### src/rtl/alu_share_arbiter_pkg.sv
// Shared definitions for the ALU share arbiter: op codes, flag bit
// positions and the arbiter FSM state type.
package alu_pkg;

  localparam logic [2:0] ADD    = 3'd0;
  localparam logic [2:0] SUB    = 3'd1;
  localparam logic [2:0] AND    = 3'd2;
  localparam logic [2:0] LSHIFT = 3'd3;
  localparam logic [2:0] CMP    = 3'd4;

  localparam int unsigned MAX_OP = 4;

  localparam int unsigned ZERO     = 0;
  localparam int unsigned SIGN     = 1;
  localparam int unsigned CMP_FLAG = 2;

  typedef enum logic [1:0] {
    IDLE,
    EXEC,
    RESP
  } state_t;

endpackage

### src/rtl/alu_share_arbiter_if.sv
// One requester channel: request (operands + op) and response (result + flags).
interface alu_share_arbiter_if #(
  parameter int unsigned DATA_W = 32,
  parameter int unsigned OP_W   = 3
);

  logic              req_valid;
  logic              req_ready;
  logic [DATA_W-1:0] req_a;
  logic [DATA_W-1:0] req_b;
  logic [OP_W-1:0]   req_op;

  logic              rsp_valid;
  logic              rsp_ready;
  logic [DATA_W-1:0] rsp_result;
  logic [2:0]        rsp_flag;

  modport master (
    output req_valid, req_a, req_b, req_op, rsp_ready,
    input  req_ready, rsp_valid, rsp_result, rsp_flag
  );

  modport slave (
    input  req_valid, req_a, req_b, req_op, rsp_ready,
    output req_ready, rsp_valid, rsp_result, rsp_flag
  );

endinterface

### src/rtl/alu_share_arbiter_rr_arb2.sv
// Combinational two-way round-robin grant.
module rr_arb2 (
  input  logic valid0,
  input  logic valid1,
  input  logic last_grant,
  output logic grant0,
  output logic grant1
);

  // A lone requester always wins; on a tie the one not served last wins.
  always_comb begin
    grant0 = valid0 & (~valid1 | last_grant);
    grant1 = valid1 & (~valid0 | ~last_grant);
  end

endmodule

### src/rtl/alu_share_arbiter.sv
// Shares one combinational ALU between two requesters. The winner's
// operands are latched and drive the ALU from registers; the ALU output is
// captured one cycle later and returned on the winner's response channel.
module alu_share_arbiter
  import alu_pkg::*;
#(
  parameter int unsigned DATA_W = 32,
  parameter int unsigned OP_W   = 3,
  parameter int unsigned MAX_OP = alu_pkg::MAX_OP
) (
  input  logic              clk,
  input  logic              rst,
  alu_share_arbiter_if.slave ch0,
  alu_share_arbiter_if.slave ch1,
  output logic [DATA_W-1:0] alu_a,
  output logic [DATA_W-1:0] alu_b,
  output logic [OP_W-1:0]   alu_op,
  input  logic [DATA_W-1:0] alu_result,
  input  logic [2:0]        alu_flag,
  output logic              illegal_op
);

  localparam logic [OP_W-1:0] MAX_OP_C = OP_W'(MAX_OP);
  localparam logic [OP_W-1:0] CMP_C    = OP_W'(CMP);

  state_t            state;
  logic              last_grant;
  logic              gid;
  logic [DATA_W-1:0] a_q;
  logic [DATA_W-1:0] b_q;
  logic [OP_W-1:0]   op_q;
  logic [DATA_W-1:0] result_q;
  logic [2:0]        flag_q;
  logic              rsp_valid0_q;
  logic              rsp_valid1_q;
  logic              illegal_q;

  logic              grant0;
  logic              grant1;
  logic [DATA_W-1:0] sel_a;
  logic [DATA_W-1:0] sel_b;
  logic [OP_W-1:0]   sel_op;
  logic              rsp_take;

  rr_arb2 u_arb (
    .valid0     (ch0.req_valid),
    .valid1     (ch1.req_valid),
    .last_grant (last_grant),
    .grant0     (grant0),
    .grant1     (grant1)
  );

  // Winner's operands and the granted requester's response acceptance.
  always_comb begin
    sel_a    = grant1 ? ch1.req_a  : ch0.req_a;
    sel_b    = grant1 ? ch1.req_b  : ch0.req_b;
    sel_op   = grant1 ? ch1.req_op : ch0.req_op;
    rsp_take = gid ? ch1.rsp_ready : ch0.rsp_ready;
  end

  assign ch0.req_ready  = (state == IDLE) & grant0;
  assign ch1.req_ready  = (state == IDLE) & grant1;
  assign ch0.rsp_valid  = rsp_valid0_q;
  assign ch1.rsp_valid  = rsp_valid1_q;
  assign ch0.rsp_result = result_q;
  assign ch1.rsp_result = result_q;
  assign ch0.rsp_flag   = flag_q;
  assign ch1.rsp_flag   = flag_q;
  assign alu_a          = a_q;
  assign alu_b          = b_q;
  assign alu_op         = op_q;
  assign illegal_op     = illegal_q;

  // Arbitration FSM with operand, response and pulse registers.
  // illegal_op is registered at acceptance so it is high exactly in EXEC.
  always_ff @(posedge clk) begin
    if (rst) begin
      state        <= IDLE;
      last_grant   <= 1'b1;
      gid          <= 1'b0;
      a_q          <= '0;
      b_q          <= '0;
      op_q         <= '0;
      result_q     <= '0;
      flag_q       <= '0;
      rsp_valid0_q <= 1'b0;
      rsp_valid1_q <= 1'b0;
      illegal_q    <= 1'b0;
    end else begin
      illegal_q <= 1'b0;
      case (state)
        IDLE: begin
          if (grant0 | grant1) begin
            gid       <= grant1;
            a_q       <= sel_a;
            b_q       <= sel_b;
            op_q      <= sel_op;
            illegal_q <= (sel_op > MAX_OP_C);
            state     <= EXEC;
          end
        end
        EXEC: begin
          if (op_q > MAX_OP_C) begin
            result_q <= '0;
            flag_q   <= '0;
          end else if (op_q == CMP_C) begin
            result_q <= '0;
            flag_q   <= alu_flag;
          end else begin
            result_q <= alu_result;
            flag_q   <= alu_flag;
          end
          rsp_valid0_q <= ~gid;
          rsp_valid1_q <= gid;
          state        <= RESP;
        end
        RESP: begin
          if (rsp_take) begin
            rsp_valid0_q <= 1'b0;
            rsp_valid1_q <= 1'b0;
            last_grant   <= gid;
            state        <= IDLE;
          end
        end
        default: state <= IDLE;
      endcase
    end
  end

endmodule

### src/flat_wrapper.sv
// flat-port wrapper written by rule: the top's interface ports become plain ports
module alu_share_arbiter_flat import alu_pkg::*;
#(
  parameter int unsigned DATA_W = 32,
  parameter int unsigned OP_W   = 3,
  parameter int unsigned MAX_OP = alu_pkg::MAX_OP
)
  (clk, rst, alu_a, alu_b, alu_op, alu_result, alu_flag, illegal_op, ch0_req_valid, ch0_req_a, ch0_req_b, ch0_req_op, ch0_rsp_ready, ch0_req_ready, ch0_rsp_valid, ch0_rsp_result, ch0_rsp_flag, ch1_req_valid, ch1_req_a, ch1_req_b, ch1_req_op, ch1_rsp_ready, ch1_req_ready, ch1_rsp_valid, ch1_rsp_result, ch1_rsp_flag);
  alu_share_arbiter_if #(.DATA_W(DATA_W), .OP_W(OP_W)) ch0_i ();
  alu_share_arbiter_if #(.DATA_W(DATA_W), .OP_W(OP_W)) ch1_i ();
  input  logic clk;
  input  logic rst;
  output logic [DATA_W-1:0] alu_a;
  output logic [DATA_W-1:0] alu_b;
  output logic [OP_W-1:0] alu_op;
  input  logic [DATA_W-1:0] alu_result;
  input  logic [2:0] alu_flag;
  output logic illegal_op;
  input wire logic [$bits(ch0_i.req_valid)-1:0] ch0_req_valid;
  input wire logic [$bits(ch0_i.req_a)-1:0] ch0_req_a;
  input wire logic [$bits(ch0_i.req_b)-1:0] ch0_req_b;
  input wire logic [$bits(ch0_i.req_op)-1:0] ch0_req_op;
  input wire logic [$bits(ch0_i.rsp_ready)-1:0] ch0_rsp_ready;
  output wire logic [$bits(ch0_i.req_ready)-1:0] ch0_req_ready;
  output wire logic [$bits(ch0_i.rsp_valid)-1:0] ch0_rsp_valid;
  output wire logic [$bits(ch0_i.rsp_result)-1:0] ch0_rsp_result;
  output wire logic [$bits(ch0_i.rsp_flag)-1:0] ch0_rsp_flag;
  input wire logic [$bits(ch1_i.req_valid)-1:0] ch1_req_valid;
  input wire logic [$bits(ch1_i.req_a)-1:0] ch1_req_a;
  input wire logic [$bits(ch1_i.req_b)-1:0] ch1_req_b;
  input wire logic [$bits(ch1_i.req_op)-1:0] ch1_req_op;
  input wire logic [$bits(ch1_i.rsp_ready)-1:0] ch1_rsp_ready;
  output wire logic [$bits(ch1_i.req_ready)-1:0] ch1_req_ready;
  output wire logic [$bits(ch1_i.rsp_valid)-1:0] ch1_rsp_valid;
  output wire logic [$bits(ch1_i.rsp_result)-1:0] ch1_rsp_result;
  output wire logic [$bits(ch1_i.rsp_flag)-1:0] ch1_rsp_flag;
  assign ch0_i.req_valid = ch0_req_valid;
  assign ch0_i.req_a = ch0_req_a;
  assign ch0_i.req_b = ch0_req_b;
  assign ch0_i.req_op = ch0_req_op;
  assign ch0_i.rsp_ready = ch0_rsp_ready;
  assign ch0_req_ready = ch0_i.req_ready;
  assign ch0_rsp_valid = ch0_i.rsp_valid;
  assign ch0_rsp_result = ch0_i.rsp_result;
  assign ch0_rsp_flag = ch0_i.rsp_flag;
  assign ch1_i.req_valid = ch1_req_valid;
  assign ch1_i.req_a = ch1_req_a;
  assign ch1_i.req_b = ch1_req_b;
  assign ch1_i.req_op = ch1_req_op;
  assign ch1_i.rsp_ready = ch1_rsp_ready;
  assign ch1_req_ready = ch1_i.req_ready;
  assign ch1_rsp_valid = ch1_i.rsp_valid;
  assign ch1_rsp_result = ch1_i.rsp_result;
  assign ch1_rsp_flag = ch1_i.rsp_flag;
  alu_share_arbiter #(.DATA_W(DATA_W), .OP_W(OP_W), .MAX_OP(MAX_OP)) u_core (.clk(clk), .rst(rst), .ch0(ch0_i), .ch1(ch1_i), .alu_a(alu_a), .alu_b(alu_b), .alu_op(alu_op), .alu_result(alu_result), .alu_flag(alu_flag), .illegal_op(illegal_op));
endmodule
### config.mk
export PLATFORM = sky130hd
export DESIGN_NAME = alu_share_arbiter_flat
export DESIGN_NICKNAME = d
export VERILOG_FILES = /design/src/rtl/alu_share_arbiter_pkg.sv /design/src/rtl/alu_share_arbiter_if.sv /design/src/rtl/alu_share_arbiter_rr_arb2.sv /design/src/rtl/alu_share_arbiter.sv /design/src/flat_wrapper.sv
export SDC_FILE = /design/constraint.sdc
export NUM_CORES = 1
export LEC_CHECK = 0
export CORE_AREA = 4 4 122 124
export DETAILED_ROUTE_END_ITERATION = 10
export DIE_AREA = 0 0 126 128
export GPL_TIMING_DRIVEN = 0
export PLACE_DENSITY = 0.88
export SLEW_MARGIN = 30
export SYNTH_ARGS = -nofsm -noshare
export SYNTH_HDL_FRONTEND = slang
export SYNTH_HIERARCHICAL = 1
export SYNTH_SLANG_ARGS = --single-unit
### constraint.sdc
create_clock -name clk -period 1.6 [get_ports clk]
set_input_delay 0.16 -clock clk [delete_from_list [all_inputs] [get_ports clk]]
set_output_delay 0.16 -clock clk [all_outputs]
set_load 0.02 [all_outputs]
==> qor.txt <==
status: finished, violations left
violations in the final reports: negative setup slack
count of antenna diodes in the layout: 0
post-DP HPWL: 13800 µm
Final min period: 1.62 ns
Synth area leaders: dfxtp_1, mux2i_1, o2bb2ai_1
Worst-path clk slew: 0.07 ns
worst reg2reg path depth: 7
Max Clock Skew: 0.00869 ns
CTS Buf Count: 9
mapped cell area: 4640 µm²
Leak: 0.00382 µW
Core Rows: 43
Slew HR: 66.7%
Worst path max stage delay: 0.51 ns
Placed Instances: 949
Buffers on Ports: 316
CTS Buffer Depth: 2
critical path cell sequence: clkdlybuf4s50_1, a21boi_2, buf_6, or2_4, nand3b_1, buf_6, buf_4, o2bb2ai_1
count of cell types in the netlist: 27
Total Routing Usage GR: 20.2%
worst setup path endpoint: u_core/alu_a[2]$_SDFFE_PP0P_
Worst IR Drop VDD: 521 µV
clk sinks: 109
Post-synth EDFFs: 0
Seq/Total Area, Yosys: 47.0%
critical path endpoint category: register
Worst Hold Class: in -> reg
CP Data Required Time: 1.87 ns
FF-to-FF End: u_core/alu_a[2]$_SDFFE_PP0P_
Core Region: 13800 µm²
RSZ-0062 raised after global routing: true
count leader, synth: dfxtp_1
register-to-register setup slack: 0 ns
DR vias/cell: 4.80
slew of the pin with the lowest slew margin: 0.494 ns
GPL Wtd Cong: 0.808
vias in the first global route: 4748
Async SR Flop Fraction: 0%
worst-path maximum fanout: 10
area delta synth->final: 98.7%
Setup Viol. Count Final: 4
WP depth: 8
DRC Markers: 0
family with the most delay on the worst path: buffers and inverters
CP startpoint: ch1_req_valid
final hold violation count: 0
Routed WL: 18200 µm
Syn Area/Cell: 10.2 µm²
max-cap viol count: 0
via count: 4717
post-layout util: 66.9%
die width: 126 µm
area leader, netlist: dfxtp_1
top cell type's share of synthesized area: 47.0%
post-synthesis net count: 628
worst path arrival time: 1.88 ns
PnR worst setup slack: -0.0174 ns
CTS tree: done
first-pass GRT wire length: 25600 µm
final cell count without fillers: 982
CTS hold repair buffers: 0
kind of critical path: in -> reg
Synth Flop Type: dfxtp_1
Pins Over Slew Limit: 0
die height: 128 µm
WP buf/inv: 4
Top Ports: 317
Synth top cells by count: dfxtp_1, mux2i_1, o2bb2ai_1
final period utilization: 101%
CTS H-tree depth: 3
initial antenna violation count: 0
Synth Register Bits: 109
drt first-iter violations: 185
DRT Pass-1 Iters: 4
crit-path most repeated cell: buf_6
CP max-delay cell: clkdlybuf4s50_1
Skew-Pair Late Insertion Delay: 0.34 ns
# nets final: 972
PD cells: 854 nW/µm²
clock root cell: clkbuf_16
remaining global-route overflow: 0
startpoint type of the worst setup path: input port
Fmax: 618 MHz
wire per inst: 18.5 µm
Worst R2R Start: u_core/last_grant$_SDFFE_PP1P_
largest net degree at the start of global routing: 19
HP Start: alu_flag[0]
Gate Count Post-Synth: 453
layout cells sized above 1: 20.7%
number of synthesis warnings: 6
Starting Density: 33.7%
Die Area: 16100 µm²
antenna viol nets, final: 0
[layout by cell type (no fill, tap or decap), drive strengths merged]
cell	instances
o21ba	1
nand2b	3
o2bb2ai	67
nor3b	2
nand3b	33
o211ai	1
or2	1
nand2	38
nor2	2
a21boi	3
clkinv	2
and2	2
mux2i	68
clkinvlp	1
o21ai	2
clkbuf	29
dlygate4sd2	10
nor2b	1
dlymetal6s2s	22
a21oi	39
inv	5
nor4	1
dfxtp	109
nor3	1
clkdlybuf4s15	1
o21bai	1
nand3	3
clkdlybuf4s50	282
buf	72
[report_power, final]
group | total, µW | switching [µW] | internal, µW
Sequential | 3150 | 199 | 2960
Clock | 2200 | 1040 | 1160
Combinational | 2520 | 1130 | 1390
Total | 7870 | 2370 | 5500
[sequential cells by signal, indices dropped and copies added, names as in the netlist]
signal                 cells
u_core/alu_op              3
u_core/ch0.rsp_flag        3
u_core/gid                 1
u_core/alu_a              32
u_core/illegal_op          1
u_core/ch1.rsp_valid       1
u_core/ch0.rsp_result     32
u_core/last_grant          1
u_core/alu_b              32
u_core/ch0.rsp_valid       1
u_core/state               2
[cells by family after synthesis]
logic type | count (synthesis) | share of synthesized area [%]
flip-flops | 109 | 47.0
buffers and inverters | 75 | 9.73
AO/OA/AOI/OAI | 114 | 18.2
multiplexers | 68 | 14.7
AND/OR/NAND/NOR | 87 | 10.4
[repair_timing]
action / in CTS / in global routing
resized for setup: 44 / 121
setup endpoints to repair: 81 / 117
pin swaps: 2 / 27
cloned: 0 / 3
setup buffers: 12 / 2
[layer usage]
metal  GRT usage [%]  wire length (µm)
met5               0                 0
met4            5.74               215
met3            7.50              1670
met2            37.0              9580
met1            21.7              6690
[worst min path at each step]
stage | end | depth (start not counted) | slack [ns]
finish | u_core/ch0.rsp_flag[0]$_SDFFE_PP0P_ | 3 | 0.37
global route | u_core/ch0.rsp_flag[0]$_SDFFE_PP0P_ | 3 | 0.38
CTS | u_core/ch0.rsp_flag[0]$_SDFFE_PP0P_ | 3 | 0.36
detailed placement | u_core/alu_b[6]$_SDFFE_PP0P_ | 1 | 0.45
global placement | u_core/alu_a[15]$_SDFFE_PP0P_ | 1 | 0.44
floorplan | u_core/ch0.rsp_flag[0]$_SDFFE_PP0P_ | 2 | 0.31
[final cells by class]
cell class,count,area (µm²)
fill,1073,4550
timing repair buffer,333,3440
multi-input combinational,269,2510
sequential,109,2190
buffer,72,549
clock buffer,11,253
tap,180,225
clock inverter,5,42.5
inverter,3,11.3
[worst register-to-register path: cells and delay by family (launching register included)]
family          cells  cell delay, ns
buf+inv             3            0.52
compound gates      2            0.30
flops               1            0.36
simple gates        2            0.35
[metrics by stage]
step / setup WS (ns) / TNS, ns / power, µW / hold WS, ns / area [µm²]
floorplan: 0.120 / 0 / 4150 / 0.308 / 4640
global placement: -0.874 / -38.48 / 5340 / 0.443 / 8030
detailed placement: -0.868 / -38.20 / 5370 / 0.445 / 8030
CTS: 0.000688 / 0 / 7630 / 0.360 / 8500
global route: -0.153 / -2.46 / 8190 / 0.378 / 9220
finish: -0.0174 / -0.0197 / 7870 / 0.373 / 9220
Power figures use the tool's default switching activity.
==> variant, RTL diff (same settings) <==
`OP_W` is set to 3 in 3 places; all go to 6.
--- a/src/rtl/alu_share_arbiter_if.sv
+++ b/src/rtl/alu_share_arbiter_if.sv
@@ -2,5 +2,5 @@
 interface alu_share_arbiter_if #(
   parameter int unsigned DATA_W = 32,
-  parameter int unsigned OP_W   = 3
+  parameter int unsigned OP_W   = 6
 );
 
--- a/src/rtl/alu_share_arbiter.sv
+++ b/src/rtl/alu_share_arbiter.sv
@@ -6,5 +6,5 @@
 #(
   parameter int unsigned DATA_W = 32,
-  parameter int unsigned OP_W   = 3,
+  parameter int unsigned OP_W   = 6,
   parameter int unsigned MAX_OP = alu_pkg::MAX_OP
 ) (
--- a/src/flat_wrapper.sv
+++ b/src/flat_wrapper.sv
@@ -3,5 +3,5 @@
 #(
   parameter int unsigned DATA_W = 32,
-  parameter int unsigned OP_W   = 3,
+  parameter int unsigned OP_W   = 6,
   parameter int unsigned MAX_OP = alu_pkg::MAX_OP
 )
Ports: changed (resized alu_op, ch0_req_op and ch1_req_op); port bits go from 317 to 326. The function was not compared with the original's and may differ.
==> variant against the unedited design <==
- area after synthesis is 13% higher
- worst hold slack got worse by 0.15 ns
- routed wire length rose by 8.4%
- final area is 0.31% lower
- total power grew 5.0%
- setup slack improved by 0.037 ns
- global-route usage increased by 3.0 points
- sequential cell count up 3
==> variant: results (changes against the unedited design) <==
| Metric | Value |
|---|---|
| Status | `completed` |
| Reg-to-reg endpoint | `u_core/alu_a[24]` |
| R2r worst-path depth | `8 (+1)` |
| Routed len/inst | `19.6 um (+6.3%)` |
| GRT Overall Usage | `23.1% (+3.0 points)` |
| Port buffer count | `324 (+2.5%)` |
| Max_slew headroom | `49.1% (-18 points)` |
| Cell variety after synth | `34 (+26%)` |
| Yosys warns | `6 (unchanged)` |
| Worst Skew | `0.00779 ns (-0.000899 ns)` |
| Global-route wire length before repair | `29,200 um (+14%)` |
| Vias in the first global route | `5,216 (+9.9%)` |
| Non-filler cells, final | `1,002 (+2.0%)` |
| Pre-antenna DRT Iters | `4 (unchanged)` |
| Dpl cell area | `8730 um^2 (+8.8%)` |
| Worst hold start | `rst` |
| Share of cells above drive strength 1 | `21.7% (+0.96 points)` |
| Worst IR Drop VDD | `0.000467 V (-10%)` |
| Critical Path AT | `1.84 ns (-0.04 ns)` |
| Worst Hold Path EP | `u_core/ch1.rsp_valid` |
| GPL Wtd Cong | `0.780 (-3.4%)` |
| Reg clk slew, reported paths | `0.07 ns (about the same)` |
| DR vias | `5,119 (+8.5%)` |
| Seq/Total Area, Yosys | `42.6% (-4.4 points)` |
| Post-synth top cells | `dfxtp_1, a21oi_1, mux2i_1` |
| HPWL Detailed | `15,500 um (+12%)` |
| P_leak | `3.68 nW (-3.4%)` |
| Iteration-0 DRC Markers | `162 (-12%)` |
| Critical Path Max Stage Delay | `0.36 ns (-0.15 ns)` |
| Syn nets | `659 (+4.9%)` |
| Post-Syn Instances | `478 (+5.5%)` |
| FF-to-FF setup slack | `0.02 ns (+0.02 ns)` |
| Crit-path slowest cell | `dfxtp_4` |
| Pin count of the biggest net entering global routing | `20 (+1)` |
variant: cell types whose count changed in the layout (fill, tap and decap cells not counted), moves of 10 or more:
cell,change
dlymetal6s2s_1,-18
o2bb2ai_1,-18
dlygate4sd2_1,+25
a211oi_2,+69
a22o_1,+35
o2bb2ai_4,-10
o2bb2ai_2,-39
a21oi_1,+34
nand2_1,-37
nand3b_1,-33
variant: power by group through the flow:
stage	sequential [mW]	combinational (mW)	clock, mW
finish	3.23	2.88	2.15
global route	3.27	3.03	2.32
CTS	3.23	2.86	2.21
detailed placement	3.29	2.78	0
global placement	3.29	2.75	0
floorplan	3.60	1.12	0
variant: area by class of cell:
| class | count | area [um^2] |
|---|---|---|
| clock buffers | 10 | 229 |
| plain buffers | 84 | 681 |
| repair buffers | 328 | 3230 |
| well taps | 180 | 225 |
| flip-flops and latches | 112 | 2250 |
| multi-input cells | 281 | 2520 |
| clock inverters | 6 | 50.0 |
| inverters | 1 | 3.75 |
| fillers | 1078 | 4580 |
variant: routing by layer:
layer	global-route usage [%]	vias to the layer above	part of all wire, %
met5	0	-	0
met2	42.7	231	52
met3	7.08	25	7.9
met4	6.81	0	2.1
met1	25.5	2432	38
li1	-	2431	-
variant: how the worst max path moves through the flow:
stage	startpoint	to	slack (ns)	cells past startpoint
2_1_floorplan	u_core/last_grant	u_core/illegal_op	0.1	6
6_report	u_core/last_grant	u_core/alu_a[24]	0.02	8
3_3_place_gp	ch1_req_valid	u_core/illegal_op	-0.80	7
3_5_place_dp	ch1_req_valid	u_core/illegal_op	-0.80	7
4_1_cts	u_core/last_grant	u_core/alu_b[15]	0.004	5
5_1_grt	u_core/alu_op[3]	u_core/ch0.rsp_result[19]	-0.04	5
variant: cells by family (layout without fill, tap and decap cells):
kind of cell | count (synthesis) | in the layout | share of synthesized area [%]
AND/OR/NAND/NOR | 20 | 20 | 2.40
multiplexers | 71 | 71 | 13.5
buffers and inverters | 85 | 429 | 10.4
AO/OA/AOI/OAI | 190 | 190 | 31.1
flip-flops | 112 | 112 | 42.6
variant: worst register-to-register path, delay by kind of cell (launching register included):
family,cells,cell delay [ns]
compound gates,2,0.24
flops,1,0.36
buf+inv,4,0.50
simple gates,2,0.38
variant: stage by stage:
step | setup WS (ns) | hold WS [ns] | setup TNS [ns]
after floorplan | 0.0957 | 0.286 | 0
after global placement | -0.804 | 0.487 | -49.46
after detailed placement | -0.802 | 0.499 | -48.74
after CTS | 0.00429 | 0.205 | 0
after global routing | -0.0385 | 0.251 | -0.878
final | 0.0197 | 0.227 | 0
variant: repair_timing:
item                                    CTS  global route
pin swaps                                 2             2
setup buffers                             2             1
hold buffers                              0             0
endpoints found under the setup margin  109            97
resized for setup                        88            25
gates cloned                              1             0
